[config.mk]
export PLATFORM = sky130hd
export DESIGN_NAME = frame_draw_seq
export DESIGN_NICKNAME = d
export VERILOG_FILES = /design/src/rtl/frame_draw_seq.sv
export SDC_FILE = /design/constraint.sdc
export NUM_CORES = 1
export LEC_CHECK = 0
export CAP_MARGIN = 5
export CORE_AREA = 2 2 67 69
export CTS_CLUSTER_DIAMETER = 30
export CTS_CLUSTER_SIZE = 10
export DETAILED_ROUTE_END_ITERATION = 10
export DIE_AREA = 0 0 69 71
export HOLD_SLACK_MARGIN = 0.08
export PLACE_DENSITY = 0.77
export SKIP_LAST_GASP = 1
export SLEW_MARGIN = 0
export SYNTH_ARGS = -nofsm -noshare
export SYNTH_HDL_FRONTEND = slang
export SYNTH_SLANG_ARGS = --single-unit
export TNS_END_PERCENT = 100
[constraint.sdc]
create_clock -name clock -period 1.8 [get_ports clock]
set_input_delay 0.54 -clock clock [delete_from_list [all_inputs] [get_ports clock]]
set_output_delay 0.54 -clock clock [all_outputs]
set_load 0.01 [all_outputs]
[src/rtl/frame_draw_seq.sv]
// Frame redraw sequencer: clears the screen to the background colour,
// then runs the centre-net generator and forwards each net y coordinate
// as one pixel at column NET_X. Finishes with a one-cycle done strobe.
// A sticky err flag is set if the net generator never reports done
// within NET_TIMEOUT cycles of the NET state.
module frame_draw_seq #(
    parameter int          SCREEN_W    = 160,
    parameter int          SCREEN_H    = 120,
    parameter int          NET_X       = 80,
    parameter logic [2:0]  BG_COLOUR   = 3'b000,
    parameter logic [2:0]  NET_COLOUR  = 3'b111,
    parameter int          NET_TIMEOUT = 300
) (
    input  logic       clock,
    input  logic       resetn,
    input  logic       start,
    input  logic [6:0] net_y,
    input  logic       net_done,
    output logic       net_go,
    output logic       net_clr,
    output logic [7:0] x,
    output logic [6:0] y,
    output logic [2:0] colour,
    output logic       plot,
    output logic       busy,
    output logic       done,
    output logic       err
);

    localparam logic [7:0] X_LAST   = 8'(SCREEN_W - 1);
    localparam logic [6:0] Y_LAST   = 7'(SCREEN_H - 1);
    localparam logic [7:0] NET_COL  = 8'(NET_X);
    localparam logic [8:0] CNT_LAST = 9'(NET_TIMEOUT - 1);

    typedef enum logic [1:0] {
        S_IDLE    = 2'd0,
        S_CLEAR   = 2'd1,
        S_NET_RST = 2'd2,
        S_NET     = 2'd3
    } state_t;

    state_t     state_reg,   state_next;
    logic [7:0] x_reg,       x_next;
    logic [6:0] y_reg,       y_next;
    logic [2:0] colour_reg,  colour_next;
    logic       plot_reg,    plot_next;
    logic       net_go_reg,  net_go_next;
    logic       net_clr_reg, net_clr_next;
    logic       busy_reg,    busy_next;
    logic       done_reg,    done_next;
    logic       err_reg,     err_next;
    logic [8:0] cnt_reg,     cnt_next;

    // State and registered outputs; reset wins in every state.
    always_ff @(posedge clock) begin
        if (!resetn) begin
            state_reg   <= S_IDLE;
            x_reg       <= '0;
            y_reg       <= '0;
            colour_reg  <= '0;
            plot_reg    <= 1'b0;
            net_go_reg  <= 1'b0;
            net_clr_reg <= 1'b0;
            busy_reg    <= 1'b0;
            done_reg    <= 1'b0;
            err_reg     <= 1'b0;
            cnt_reg     <= '0;
        end else begin
            state_reg   <= state_next;
            x_reg       <= x_next;
            y_reg       <= y_next;
            colour_reg  <= colour_next;
            plot_reg    <= plot_next;
            net_go_reg  <= net_go_next;
            net_clr_reg <= net_clr_next;
            busy_reg    <= busy_next;
            done_reg    <= done_next;
            err_reg     <= err_next;
            cnt_reg     <= cnt_next;
        end
    end

    // Next-state and next-output decode; everything holds unless changed,
    // except done which is a single-cycle strobe.
    always_comb begin
        state_next   = state_reg;
        x_next       = x_reg;
        y_next       = y_reg;
        colour_next  = colour_reg;
        plot_next    = plot_reg;
        net_go_next  = net_go_reg;
        net_clr_next = net_clr_reg;
        busy_next    = busy_reg;
        done_next    = 1'b0;
        err_next     = err_reg;
        cnt_next     = cnt_reg;

        case (state_reg)
            S_IDLE: begin
                if (start) begin
                    state_next  = S_CLEAR;
                    x_next      = '0;
                    y_next      = '0;
                    colour_next = BG_COLOUR;
                    plot_next   = 1'b1;
                    busy_next   = 1'b1;
                    err_next    = 1'b0;
                end
            end

            S_CLEAR: begin
                if (x_reg == X_LAST && y_reg == Y_LAST) begin
                    // Last background pixel already out: hand over to the net.
                    plot_next    = 1'b0;
                    net_clr_next = 1'b1;
                    state_next   = S_NET_RST;
                end else if (x_reg == X_LAST) begin
                    x_next    = '0;
                    y_next    = y_reg + 7'd1;
                    plot_next = 1'b1;
                end else begin
                    x_next    = x_reg + 8'd1;
                    plot_next = 1'b1;
                end
            end

            S_NET_RST: begin
                net_clr_next = 1'b0;
                net_go_next  = 1'b1;
                cnt_next     = '0;
                state_next   = S_NET;
            end

            S_NET: begin
                if (net_done || cnt_reg == CNT_LAST) begin
                    // Normal completion or watchdog abort share one exit path.
                    plot_next   = 1'b0;
                    net_go_next = 1'b0;
                    busy_next   = 1'b0;
                    done_next   = 1'b1;
                    state_next  = S_IDLE;
                    if (!net_done) begin
                        err_next = 1'b1;
                    end
                end else begin
                    x_next      = NET_COL;
                    y_next      = net_y;
                    colour_next = NET_COLOUR;
                    plot_next   = 1'b1;
                    cnt_next    = cnt_reg + 9'd1;
                end
            end

            default: begin
                state_next = S_IDLE;
            end
        endcase
    end

    assign x       = x_reg;
    assign y       = y_reg;
    assign colour  = colour_reg;
    assign plot    = plot_reg;
    assign net_go  = net_go_reg;
    assign net_clr = net_clr_reg;
    assign busy    = busy_reg;
    assign done    = done_reg;
    assign err     = err_reg;

endmodule
**Word-level counts from Yosys, hierarchy flattened**

Cells that the tools add are included.

- Output and inout port bits: 24
- Register bits: 35
- ROM bits: 0
- Memories kept: 0
- Input bits: 11
- Bits in latches: 0
- RAM bits: 0

- Eq/ne operators: 13
- Div/mod/pow operators: 0
- Shift operators: 0
- Mux-type cells: 33
- Bitwise logic cells: 0
- Multiply operators: 0
- Add/sub/neg operators: 3
- Reductions and logical operators: 18
- $lt $le $gt $ge: 0

Operator list:

| operator | number |
|---|---|
| 8-bit two-way mux | 4 |
| 7-bit two-way mux | 4 |
| 8-bit case mux with 3 select lines | 1 |
| 7-bit case mux with 3 select lines | 1 |
| 9-bit case mux with 2 select lines | 1 |
| 2-bit inequality test (second input constant) | 7 |
| 2-bit AND reduction | 5 |
| 9-bit by 1-bit adder with 9-bit output (second input constant) | 1 |
| 9-bit equality test (second input constant) | 1 |
| 1-bit two-way mux | 9 |
| 9-bit two-way mux | 1 |
| 3-bit AND reduction | 3 |
| 8-bit by 1-bit adder with 8-bit output (second input constant) | 1 |
| 8-bit equality test (second input constant) | 1 |
| 1-bit case mux with 2 select lines | 4 |
| 2-bit case mux with 4 select lines | 1 |
| 4-bit AND reduction | 2 |
| 7-bit by 1-bit adder with 7-bit output (second input constant) | 1 |
| 7-bit equality test (second input constant) | 1 |
| 2-bit two-way mux | 3 |
| 3-bit two-way mux | 2 |
| 3-bit case mux with 2 select lines | 1 |
| 2-bit nonzero test | 3 |
| 5-bit AND reduction | 1 |
| other kinds (7) | 8 |

**Longest topological paths before layout**

Gate-level depths: netlist of run 1.

- Depth after elaboration: 4
- Gate-level depth with buffers: 8
- Mapped depth without buffers: 7

**Worst setup path before layout of run 1**

Ideal clock, no wire load.

- Kind: register to register
- Start: reg x_reg[0], in the netlist x[0]
- End: reg y_reg[3], in the netlist y[3]
- Slack: -16 ps
- Buffers on the path: 0
- Period minus slack after synthesis: 1,816 ps
- Arrival time: 1,698 ps
- Stages on the path, launching flop included: 7
- Cells stage by stage: dfxtp_1 -> ha_1 -> nand3_1 -> o21a_1 -> a211oi_4 -> nand3_1 -> a32o_1

- Cells in the longest elaborated chain, start to end: 4
- Elaborated cells on any way between the ends: 5
- Classes of those cells: eq/ne: 3; reduce/logical: 2

Ends and longest elaborated chain:

| element | line | RTL |
|---|---|---|
| from (decl) | 43 | `logic [7:0] x_reg, x_next;` |
| from (signal assigned) | 70 | `x_reg <= x_next;` |
| 8-bit equality test (*) | 112, 117 |  |
| 1-bit logical AND | 112 | `if (x_reg == X_LAST && y_reg == Y_LAST) begin` |
| 2-bit inequality test (no line) | -- |  |
| 5-bit AND reduction (no line) (*) | -- |  |
| to (signal assigned) | 71 | `y_reg <= y_next;` |
| to (decl) | 44 | `logic [6:0] y_reg, y_next;` |

Every way passes the cells marked *; elsewhere a longest branch is shown, timed or not.
A chain may end at the register's enable or synchronous reset.

**Worst setup path in the final report of run 1**

- Start: reg y_reg[0], in the netlist y[0]
- End: reg y_reg[3], in the netlist y[3]

- Cells in the longest elaborated chain, start to end: 4
- Elaborated cells on any way between the ends: 8
- Classes of those cells: add/sub: 1; eq/ne: 2; mux: 3; reduce/logical: 2

Ends and longest elaborated chain:

| element | line |
|---|---|
| 7-bit by 1-bit adder with 7-bit output or 7-bit equality test (tied branches) | 119, 112 |
| 7-bit two-way mux or 1-bit logical AND (tied branches) | 117, 112 |
| 7-bit two-way mux or 2-bit inequality test (tied branches) | -- |
| 7-bit case mux with 3 select lines or 5-bit AND reduction (tied branches) | -- |

Parallel ways exist; a longest one is shown, timed or not. The select of a mux whose other input is x is not followed.

==> summary.txt, run 1 <==
status: finished clean
Syn Inst Count: 230
HP Class: flip-flop to flip-flop
Worst Setup EP: y[3]
Worst Path Max Fanout: 7
via count: 2076
register area share after synthesis: 34.9%
# port buffers: 34
post-layout worst setup margin: 0.0226 ns
Root Driver: clkbuf_8
overall power: 3.38 mW
switching portion of total power: 38.9%
leak pwr: 1.17 nW
CTS Buffer Depth: 2
min cycle time layout: 1.78 ns
Reg power frac: 26.8%
area post-placement: 0.00263 mm2
Synthesis Warnings: 0
initial antenna violation count: 0
Final setup viols: 0
share of total power in combinational logic: 56.3%
cell-internal power: 2.07 mW
Worst Max-Slew Pin Slew: 0.353 ns
Residual DRC: 0
Final Skew: 0.00902 ns
Placer Congestion: 0.818
Final HPWL DP: 3.72 mm
Seq cells post-synth: 33
Initial Util: 45.1%
vias in the first global route: 1927
Max Freq: 563 MHz
Distinct cells, synth: 53
Max-Cap Viols: 0
post-synth top area share: 34.9%
layout cells sized above 1: 29.0%
power per cell area: 1190 mW/mm2
Clock Power Share: 16.8%
Post-synth ARST share: 0%
count leader, synth: dfxtp_1
average size of a mapped cell: 8.24 um2
num rows: 24
top cells by area, synth: dfxtp_1, nor2_1, ha_1
Die Area: 0.00490 mm2
CP Launch Point: y[0]
max reg flops: 9
Psw: 1.32 mW
pre-CTS setup slack: -0.281 ns
synthesized net count: 248
core area: 0.00420 mm2
kind of critical path: flip-flop to flip-flop
clk slew on worst S/H paths: 0.07 ns
# nets final: 332
ANT cells: 0
Hold Buf Count CTS: 0
post-route insts no fill: 366
number of top-level pins: 35
Total GRT Usage: 21.6%
die width: 69 um
RR Startpoint: y[0]
crit path DAT: 1.96 ns
Critical Path End Type: flip-flop
grt total ovfl: 0
Die Span Y: 71 um
CTS tree: yes
cell area after layout: 0.00285 mm2
crit start category: flip-flop
drt pass-1 iters: 4
CTS buffer count: 5
Syn-to-layout area delta: 50.3%
Post-Syn Area: 0.00189 mm2
RSZ-0062 raised after global routing: yes
length in cells of the worst reg-to-reg path: 7
number of synthesized flops with an enable pin: 0
Slew headroom: 76.2%
htree depth: 2
Critical Path RT: 1.98 ns
Routed Wire Length: 5.50 mm
first-pass GRT wire length: 8.78 mm
First DRT Iteration DRCs: 250
largest net degree at the start of global routing: 19
flop2flop setup slack: 0.02 ns
post-route clock period utilization: 98.7%
Hold Fails Final Rpt: 0
hold depth: 2
WL per Instance: 15.0 um
maximum vdd drop: 0.533 mV
Synth Flop Type: dfxtp_1
Routed Antenna Nets: 0
CTS sink count: 33
area leader, netlist: dfxtp_1
top post-synthesis cells by count: dfxtp_1, nor2_1, nand2_1
# placed instances: 354
Reg2Reg Capture Point: y[3]
Vias/cell: 5.67
Max Slew Vio Count: 0
worst-skew pair later-pin latency: 0.29 ns
## layer usage
| layer | share of wire (%) | global-route usage, % | vias to the layer above | routed length (um) |
|---|---|---|---|---|
| li1 | - | - | 1010 | - |
| met1 | 46 | 28.3 | 986 | 2520 |
| met2 | 47 | 35.5 | 67 | 2580 |
| met3 | 5.1 | 4.70 | 13 | 278 |
| met4 | 2.2 | 7.63 | 0 | 123 |
| met5 | 0 | 0 | - | 0 |
## stage by stage
stage	TNS, ns	util [%]	hold WS [ns]
after detailed placement	-5.13	62.6	0.452
after global placement	-4.72	62.6	0.447
final	0	67.7	0.459
after CTS	0	64.5	0.462
after floorplan	0	-	0.456
after global routing	-0.429	67.7	0.504
## area by class of cell
type	instances	area [um2]
clock buffer	7	86.3
timing repair buffer	90	766
sequential	33	668
inverter	9	33.8
multi-input combinational	175	1230
tap	52	65.1
fill	345	1360
## worst max-delay path: stages (launching register included)
cell      delay, ns
dfxtp_1        0.32
ha_2           0.19
nand4b_1       0.17
nor2_1         0.08
buf_4          0.16
a211oi_4       0.38
nand3_1        0.12
a32o_1         0.26
## cell usage in the layout (no fill, tap or decap), types with 3 or more instances in the layout
master            n
a211oi_1          4
a211oi_2          3
a21oi_1          13
a22oi_1           4
a32o_1            3
and3_1            6
buf_4            53
clkbuf_8          6
clkdlybuf4s50_1  21
dfxtp_1          27
dfxtp_2           6
dlygate4sd2_1    11
ha_1              4
inv_1             8
nand2_1          22
nand3_1          11
nand3b_1          3
nor2_1           22
nor3_1            4
o21a_1            3
o21ai_0           9
o22ai_1           7
xnor2_1           5
## cell families (layout without fill, tap and decap cells)
kind of cell	Yosys count	count (layout)	synth area share (%)
AND/OR/NAND/NOR	89	89	23.6
buffers and inverters	22	106	5.35
XOR/XNOR	6	6	2.77
flip-flops	33	33	34.9
AO/OA/AOI/OAI	71	71	27.7
adder cells (fa/ha/maj)	7	7	4.62
multiplexers	2	2	1.06
## timing repair
item                       CTS  global route
setup buffers                0             4
gates resized for setup     13            30
setup endpoints to repair   15            23
pin swaps                    1            15
gates cloned                 0             1
## power by group through the flow
stage	combinational, mW	sequential (mW)	clock [mW]
after global routing	2.07	0.917	0.605
after detailed placement	1.68	0.910	0
after global placement	1.65	0.905	0
final	1.91	0.907	0.569
after CTS	1.68	0.893	0.572
after floorplan	0.966	0.951	0
## worst min path at each step
stage,startpoint,end
floorplan,cnt_reg[4],cnt_reg[4]
global route,net_go,net_go
detailed placement,net_go,net_go
CTS,net_go,net_go
global placement,net_go,net_go
finish,net_go,net_go
No activity file was read; power rests on OpenSTA's default activity.
==> run 2: changes to the inputs <==
- CAP_MARGIN: 5 -> not set
- CELL_PAD_IN_SITES_DETAIL_PLACEMENT: not set -> 0
- CELL_PAD_IN_SITES_GLOBAL_PLACEMENT: not set -> 1
- CORE_AREA: 2 2 67 69 -> 2 2 77 79
- DIE_AREA: 0 0 69 71 -> 0 0 79 81
- PLACE_DENSITY: 0.77 -> 0.78
==> run 2 against run 1 <==
  * The flow now finishes with violations (negative setup slack)
  * Critical path depth shrank 2
  * Global-route usage shrank 5.1 points
  * Flip-flop and latch count is the same
  * Clock skew is essentially flat
  * Wire length shrank 9.2%
  * Register-to-register slack lost 0.03 ns
  * Worst setup slack lost 0.026 ns
  * First-iteration DRC count shrank 60%
  * Combinational power shrank 4%
  * Sequential share of layout area grew 0.23 points
==> summary.txt, run 2 (synthesis gave the netlist of run 1 again) <==
status: complete, but fails checks (was finished clean)
failing checks: negative setup slack
Critical Path RT: 2.02 ns (was 1.98 ns)
Placer Congestion: 0.813 (was 0.818)
leading cell type in the layout, fill and taps excluded: buf_4 (unchanged)
Multi-input gate area: 0.00122 mm2 (was 0.00123 mm2)
CTS buffer count: 5 (unchanged)
post-route clock period utilization: 100% (was 98.7%)
cell area after layout: 0.00282 mm2 (was 0.00285 mm2)
# port buffers: 34 (unchanged)
clk slew on worst S/H paths: 0.07 ns (about the same)
largest net degree at the start of global routing: 19 (unchanged)
worst hold start: net_go (unchanged)
CTS sink count: 33 (unchanged)
Total GRT Usage: 16.5% (was 21.6%)
num rows: 28 (was 24)
ANT cells: 0 (unchanged)
leak pwr: 1.16 nW (was 1.17 nW)
Reg2Reg Capture Point: cnt_reg[7] (was y[3])
Root Driver: clkbuf_8 (unchanged)
power per cell area: 1150 mW/mm2 (was 1190 mW/mm2)
flop2flop setup slack: -0.003 ns (was 0.02 ns)
die width: 79 um (was 69 um)
RR Startpoint: cnt_reg[0] (was y[0])
vias in the first global route: 1824 (was 1927)
kind of critical path: flip-flop to flip-flop (unchanged)
via count: 1931 (was 2076)
crit path DAT: 2.02 ns (was 1.96 ns)
crit start category: flip-flop (unchanged)
Vias/cell: 5.04 (was 5.67)
number of top-level pins: 35 (unchanged)
Detail Route met2 WL: 2.25 mm (was 2.58 mm)
RSZ-0062 raised after global routing: yes (unchanged)
Worst Max-Slew Pin Slew: 0.427 ns (was 0.353 ns)
Routed Antenna Nets: 0 (unchanged)
Slew headroom: 71.3% (was 76.2%)
Die Span Y: 81 um (was 71 um)
Initial Util: 33.4% (was 45.1%)
Final setup viols: 1 (was 0)
first-pass GRT wire length: 8.38 mm (was 8.78 mm)
metal3 WL: 228 um (was 278 um)
register area: 668 um2 (unchanged)
Hold Fails Final Rpt: 0 (unchanged)
core area: 0.00568 mm2 (was 0.00420 mm2)
Max-Cap Viols: 0 (unchanged)
overall power: 3.24 mW (was 3.38 mW)
htree depth: 2 (unchanged)
Final Skew: 0.00921 ns (was 0.00902 ns)
hold path endpoint: net_go (unchanged)
layout cells sized above 1: 28.9% (was 29.0%)
max reg flops: 9 (unchanged)
CTS Buffer Depth: 2 (unchanged)
# nets final: 327 (was 332)
highest routed layer: met4 (unchanged)
Routed met1 length: 2.50 mm (was 2.52 mm)
Worst Path Max Fanout: 5 (was 7)
hold depth: 2 (unchanged)
Die Area: 0.00640 mm2 (was 0.00490 mm2)
drt pass-1 iters: 5 (was 4)
Syn-to-layout area delta: 48.8% (was 50.3%)
most frequent cells in the layout: buf_4, dfxtp_1, nor2_1 (was buf_4, dfxtp_1, nand2_1, nor2_1, clkdlybuf4s50_1)
area post-placement: 0.00264 mm2 (was 0.00263 mm2)
HP Class: flip-flop to flip-flop (unchanged)
Critical Path End Type: flip-flop (unchanged)
grt total ovfl: 0 (unchanged)
post-layout worst setup margin: -0.00332 ns (was 0.0226 ns)
Max Slew Vio Count: 0 (unchanged)
fillers: 576 (was 345)
First DRT Iteration DRCs: 99 (was 250)
WL per Instance: 13.0 um (was 15.0 um)
maximum vdd drop: 0.626 mV (was 0.533 mV)
Routed Wire Length: 5.00 mm (was 5.50 mm)
initial antenna violation count: 0 (unchanged)
length in cells of the worst reg-to-reg path: 5 (was 7)
CTS tree: yes (unchanged)
min cycle time layout: 1.80 ns (was 1.78 ns)
Max Freq: 555 MHz (was 563 MHz)
Residual DRC: 0 (unchanged)
worst-skew pair later-pin latency: 0.28 ns (was 0.29 ns)
Final HPWL DP: 3.81 mm (was 3.72 mm)
pre-CTS setup slack: -0.295 ns (was -0.281 ns)
==> run 2: cell types whose count changed in the layout (fill, tap and decap cells not counted), sizes merged <==
| cell | before | now |
|---|---|---|
| dlygate4sd2 | 11 | 12 |
| clkdlybuf4s50 | 21 | 19 |
| clkinv | 1 | 2 |
| clkbuf | 7 | 5 |
| buf | 56 | 51 |
| dlymetal6s2s | 2 | 3 |
==> run 2: worst max-delay path, stage by stage, from the launching register on <==
cell and delay (ns):
dfxtp_2 0.33, ha_2 0.19, and4b_4 0.22, a211o_4 0.36
or4_4 0.52, a21oi_2 0.13
==> run 2: per-stage QoR <==
| stage | util [%] | hold slack (ns) | TNS [ns] | cells |
|---|---|---|---|---|
| after CTS | 47.8 | 0.461 | -0.00170 | 381 |
| final | 49.7 | 0.455 | -0.00332 | 383 |
| after detailed placement | 46.6 | 0.447 | -5.20 | 375 |
| after global routing | 49.7 | 0.496 | -0.0650 | 383 |
| after floorplan | - | 0.456 | 0 | 230 |
| after global placement | 46.6 | 0.443 | -5.14 | 375 |
==> run 2: final cells by class <==
class,instances,share of cell area [%]
multi-input combinational,175,43.3
tap,75,3.33
timing repair buffer,85,25.8
clock inverter,1,0.178
inverter,9,1.20
clock buffer,5,2.44
sequential,33,23.7
==> run 2: worst max path at each step <==
stage	from	cells past startpoint	end
CTS	net_done	5	x[7]
global route	cnt_reg[0]	5	cnt_reg[7]
floorplan	state_reg[0]	7	cnt_reg[7]
detailed placement	net_done	5	x[7]
global placement	net_done	5	x[7]
finish	cnt_reg[0]	5	cnt_reg[7]
==> run 2: where the power goes <==
group	internal [mW]	leakage (nW)	switching [mW]	total (mW)
logic	0.927	0.853	0.904	1.83
registers	0.832	0.270	0.0677	0.900
clock network	0.254	0.0399	0.256	0.510
total	2.01	1.16	1.23	3.24
==> run 2: metal layers <==
| metal | up-vias | track usage (%) |
|---|---|---|
| met5 | - | 0 |
| met1 | 885 | 22.6 |
| li1 | 999 | - |
| met4 | 0 | 4.14 |
| met3 | 2 | 3.78 |
| met2 | 45 | 26.3 |
==> run 2: what timing repair did <==
action                                  in CTS  in global routing
endpoints found under the hold margin        0                  0
hold buffers                                 0                  0
resized for setup                           16                 28
setup buffers                                0                  2
pin swaps                                    1                 11
endpoints found under the setup margin      26                 24
==> run 3: changes to the inputs <==
- GPL_TIMING_DRIVEN: not set -> 0
==> run 3 against run 2 <==
  * The run now ends clean
  * Utilization shrank 0.64 points
  * Highest routed layer unchanged
  * Non-clock buffer count down 24
  * Power is 3.6% higher
==> summary.txt, run 3 (synthesis gave the netlist of run 1 again) <==
num rows: 28 (unchanged)
via count: 1972 (was 1931)
post-layout worst setup margin: 0.0222 ns (was -0.00332 ns)
switching portion of total power: 38.9% (was 37.9%)
HP Class: flip-flop to flip-flop (unchanged)
# placed instances: 339 (was 375)
Syn-to-layout area delta: 46.9% (was 48.8%)
Clock Power Share: 15.6% (was 15.7%)
share of total power in combinational logic: 55.9% (was 56.5%)
Final setup viols: 0 (was 1)
leak pwr: 1.11 nW (was 1.16 nW)
post-route clock period utilization: 98.8% (was 100%)
Routed Antenna Nets: 0 (unchanged)
power per cell area: 1210 mW/mm2 (was 1150 mW/mm2)
Crit path depth: 1 (was 5)
ANT cells: 0 (unchanged)
Residual DRC: 0 (unchanged)
Worst path slowest cell: clkdlybuf4s50_1 (was or4_4)
hold depth: 2 (unchanged)
maximum vdd drop: 0.491 mV (was 0.626 mV)
kind of critical path: flip-flop to output port (was flip-flop to flip-flop)
cell-by-cell trace of the critical path: clkdlybuf4s50_1 (was ha_2 > and4b_4 > a211o_4 > or4_4 > a21oi_2)
status: finished clean (was complete, but fails checks)
Worst Max-Slew Pin Slew: 0.597 ns (was 0.427 ns)
# port buffers: 34 (unchanged)
max incr delay on CP: 0.56 ns (was 0.52 ns)
Routed Wire Length: 5.40 mm (was 5.00 mm)
crit path buf inv count: 1 (was 0)
cell-internal power: 2.05 mW (was 2.01 mW)
Max-Cap Viols: 0 (unchanged)
RSZ-0062 raised after global routing: yes (unchanged)
Max Slew Vio Count: 0 (unchanged)
Reg power frac: 28.5% (was 27.8%)
delay-heaviest family, CP: buffers and inverters (was simple AND/OR/NAND/NOR gates)
layout cells sized above 1: 27.5% (was 28.9%)
Critical Path RT: 1.26 ns (was 2.02 ns)
grt total ovfl: 0 (unchanged)
Final HPWL DP: 3.64 mm (was 3.81 mm)
Psw: 1.31 mW (was 1.23 mW)
Hold Fails Final Rpt: 0 (unchanged)
initial antenna violation count: 0 (unchanged)
Initial Util: 33.4% (unchanged)
Total GRT Usage: 17.4% (was 16.5%)
core area: 0.00568 mm2 (unchanged)
Final Skew: 0.0111 ns (was 0.00921 ns)
vias in the first global route: 1814 (was 1824)
crit start category: flip-flop (unchanged)
number of top-level pins: 35 (unchanged)
min cycle time layout: 1.78 ns (was 1.80 ns)
first-pass GRT wire length: 8.71 mm (was 8.38 mm)
CTS tree: yes (unchanged)
CTS buffer count: 5 (unchanged)
worst-skew pair later-pin latency: 0.29 ns (was 0.28 ns)
Hold Buf Count CTS: 0 (unchanged)
leading cell type in the layout, fill and taps excluded: clkdlybuf4s50_1 (was buf_4)
most frequent cells in the layout: clkdlybuf4s50_1, nand2_1, nor2_1 (was buf_4, dfxtp_1, nor2_1)
largest net degree at the start of global routing: 11 (was 19)
Die Area: 0.00640 mm2 (unchanged)
crit path DAT: 1.24 ns (was 2.02 ns)
Die Span Y: 81 um (unchanged)
clk slew on worst S/H paths: 0.07 ns (about the same)
Max Freq: 562 MHz (was 555 MHz)
length in cells of the worst reg-to-reg path: 5 (unchanged)
pre-CTS setup slack: -0.447 ns (was -0.295 ns)
CTS Buffer Depth: 2 (unchanged)
htree depth: 2 (unchanged)
max reg flops: 9 (unchanged)
CTS sink count: 33 (unchanged)
WL per Instance: 15.0 um (was 13.0 um)
Root Driver: clkbuf_8 (unchanged)
Worst Path Max Fanout: 5 (unchanged)
die width: 79 um (unchanged)
Vias/cell: 5.49 (was 5.04)
# nets final: 303 (was 327)
Placer Congestion: 0.772 (was 0.813)
Critical Path End Type: output port (was flip-flop)
Slew headroom: 60.2% (was 71.3%)
First DRT Iteration DRCs: 141 (was 99)
post-route insts no fill: 359 (was 383)
drt pass-1 iters: 4 (was 5)
==> run 3: cell types whose count changed in the layout (fill, tap and decap cells not counted), moves of 4 or more <==
cell,before,now
buf_4,50,16
buf_6,0,5
clkdlybuf4s50_1,19,23
dfxtp_1,27,18
dfxtp_2,6,12
dlygate4sd2_1,12,3
dlymetal6s2s_1,3,8
ha_4,1,5
==> run 3: worst min-delay path: cells and delay by family, from the launching register on <==
| family | cells | cell delay, ns |
|---|---|---|
| buffers and inverters | 1 | 0.05 |
| flip-flops | 1 | 0.31 |
| AO/OA/AOI/OAI | 1 | 0.05 |
==> run 3: path summary, 6_finish.rpt <==
| kind | startpoint | to | slack (ns) |
|---|---|---|---|
| max | x[0] | x[0] | 0.02 |
| min | net_go | net_go | 0.46 |
| min reg2reg | net_go | net_go | 0.46 |
| max reg2reg | cnt_reg[0] | cnt_reg[7] | 0.03 |
==> run 3: what timing repair did <==
action,CTS,global route
setup endpoints to repair,33,40
buffers inserted,7,9
pin swaps,4,15
cloned,0,0
resized for setup,38,46
==> run 3: per-stage QoR <==
step / hold slack, ns / cell area [um2] / util, % / total power, mW / TNS (ns)
after floorplan: 0.456 / 1900 / - / 1.92 / 0
after global placement: 0.451 / 2330 / 41.1 / 2.38 / -8.49
after detailed placement: 0.451 / 2330 / 41.1 / 2.38 / -8.77
after CTS: 0.462 / 2540 / 44.8 / 3.07 / -0.194
after global routing: 0.499 / 2780 / 49.0 / 3.58 / -0.153
final: 0.459 / 2780 / 49.0 / 3.36 / 0
==> run 3: cell type report <==
cell class / count / area, um2
clock buffer: 5 / 68.8
inverter: 9 / 37.5
multi-input combinational: 175 / 1320
clock inverter: 1 / 5.00
fill: 552 / 2890
sequential: 33 / 687
tap: 75 / 93.8
buffer: 11 / 85.1
timing repair buffer: 50 / 484
==> run 3: layer usage <==
layer,GRT usage (%),routed length (um)
met5,0,0
met4,6.55,111
met3,5.33,369
met2,25.2,2380
met1,24.3,2540
==> run 3: power by group through the flow <==
stage               registers, mW  clock network (mW)  logic [mW]
global placement            0.932                   0        1.44
floorplan                   0.951                   0       0.966
CTS                         0.931               0.531        1.61
finish                      0.956               0.524        1.88
global route                0.971               0.567        2.04
detailed placement          0.933                   0        1.45
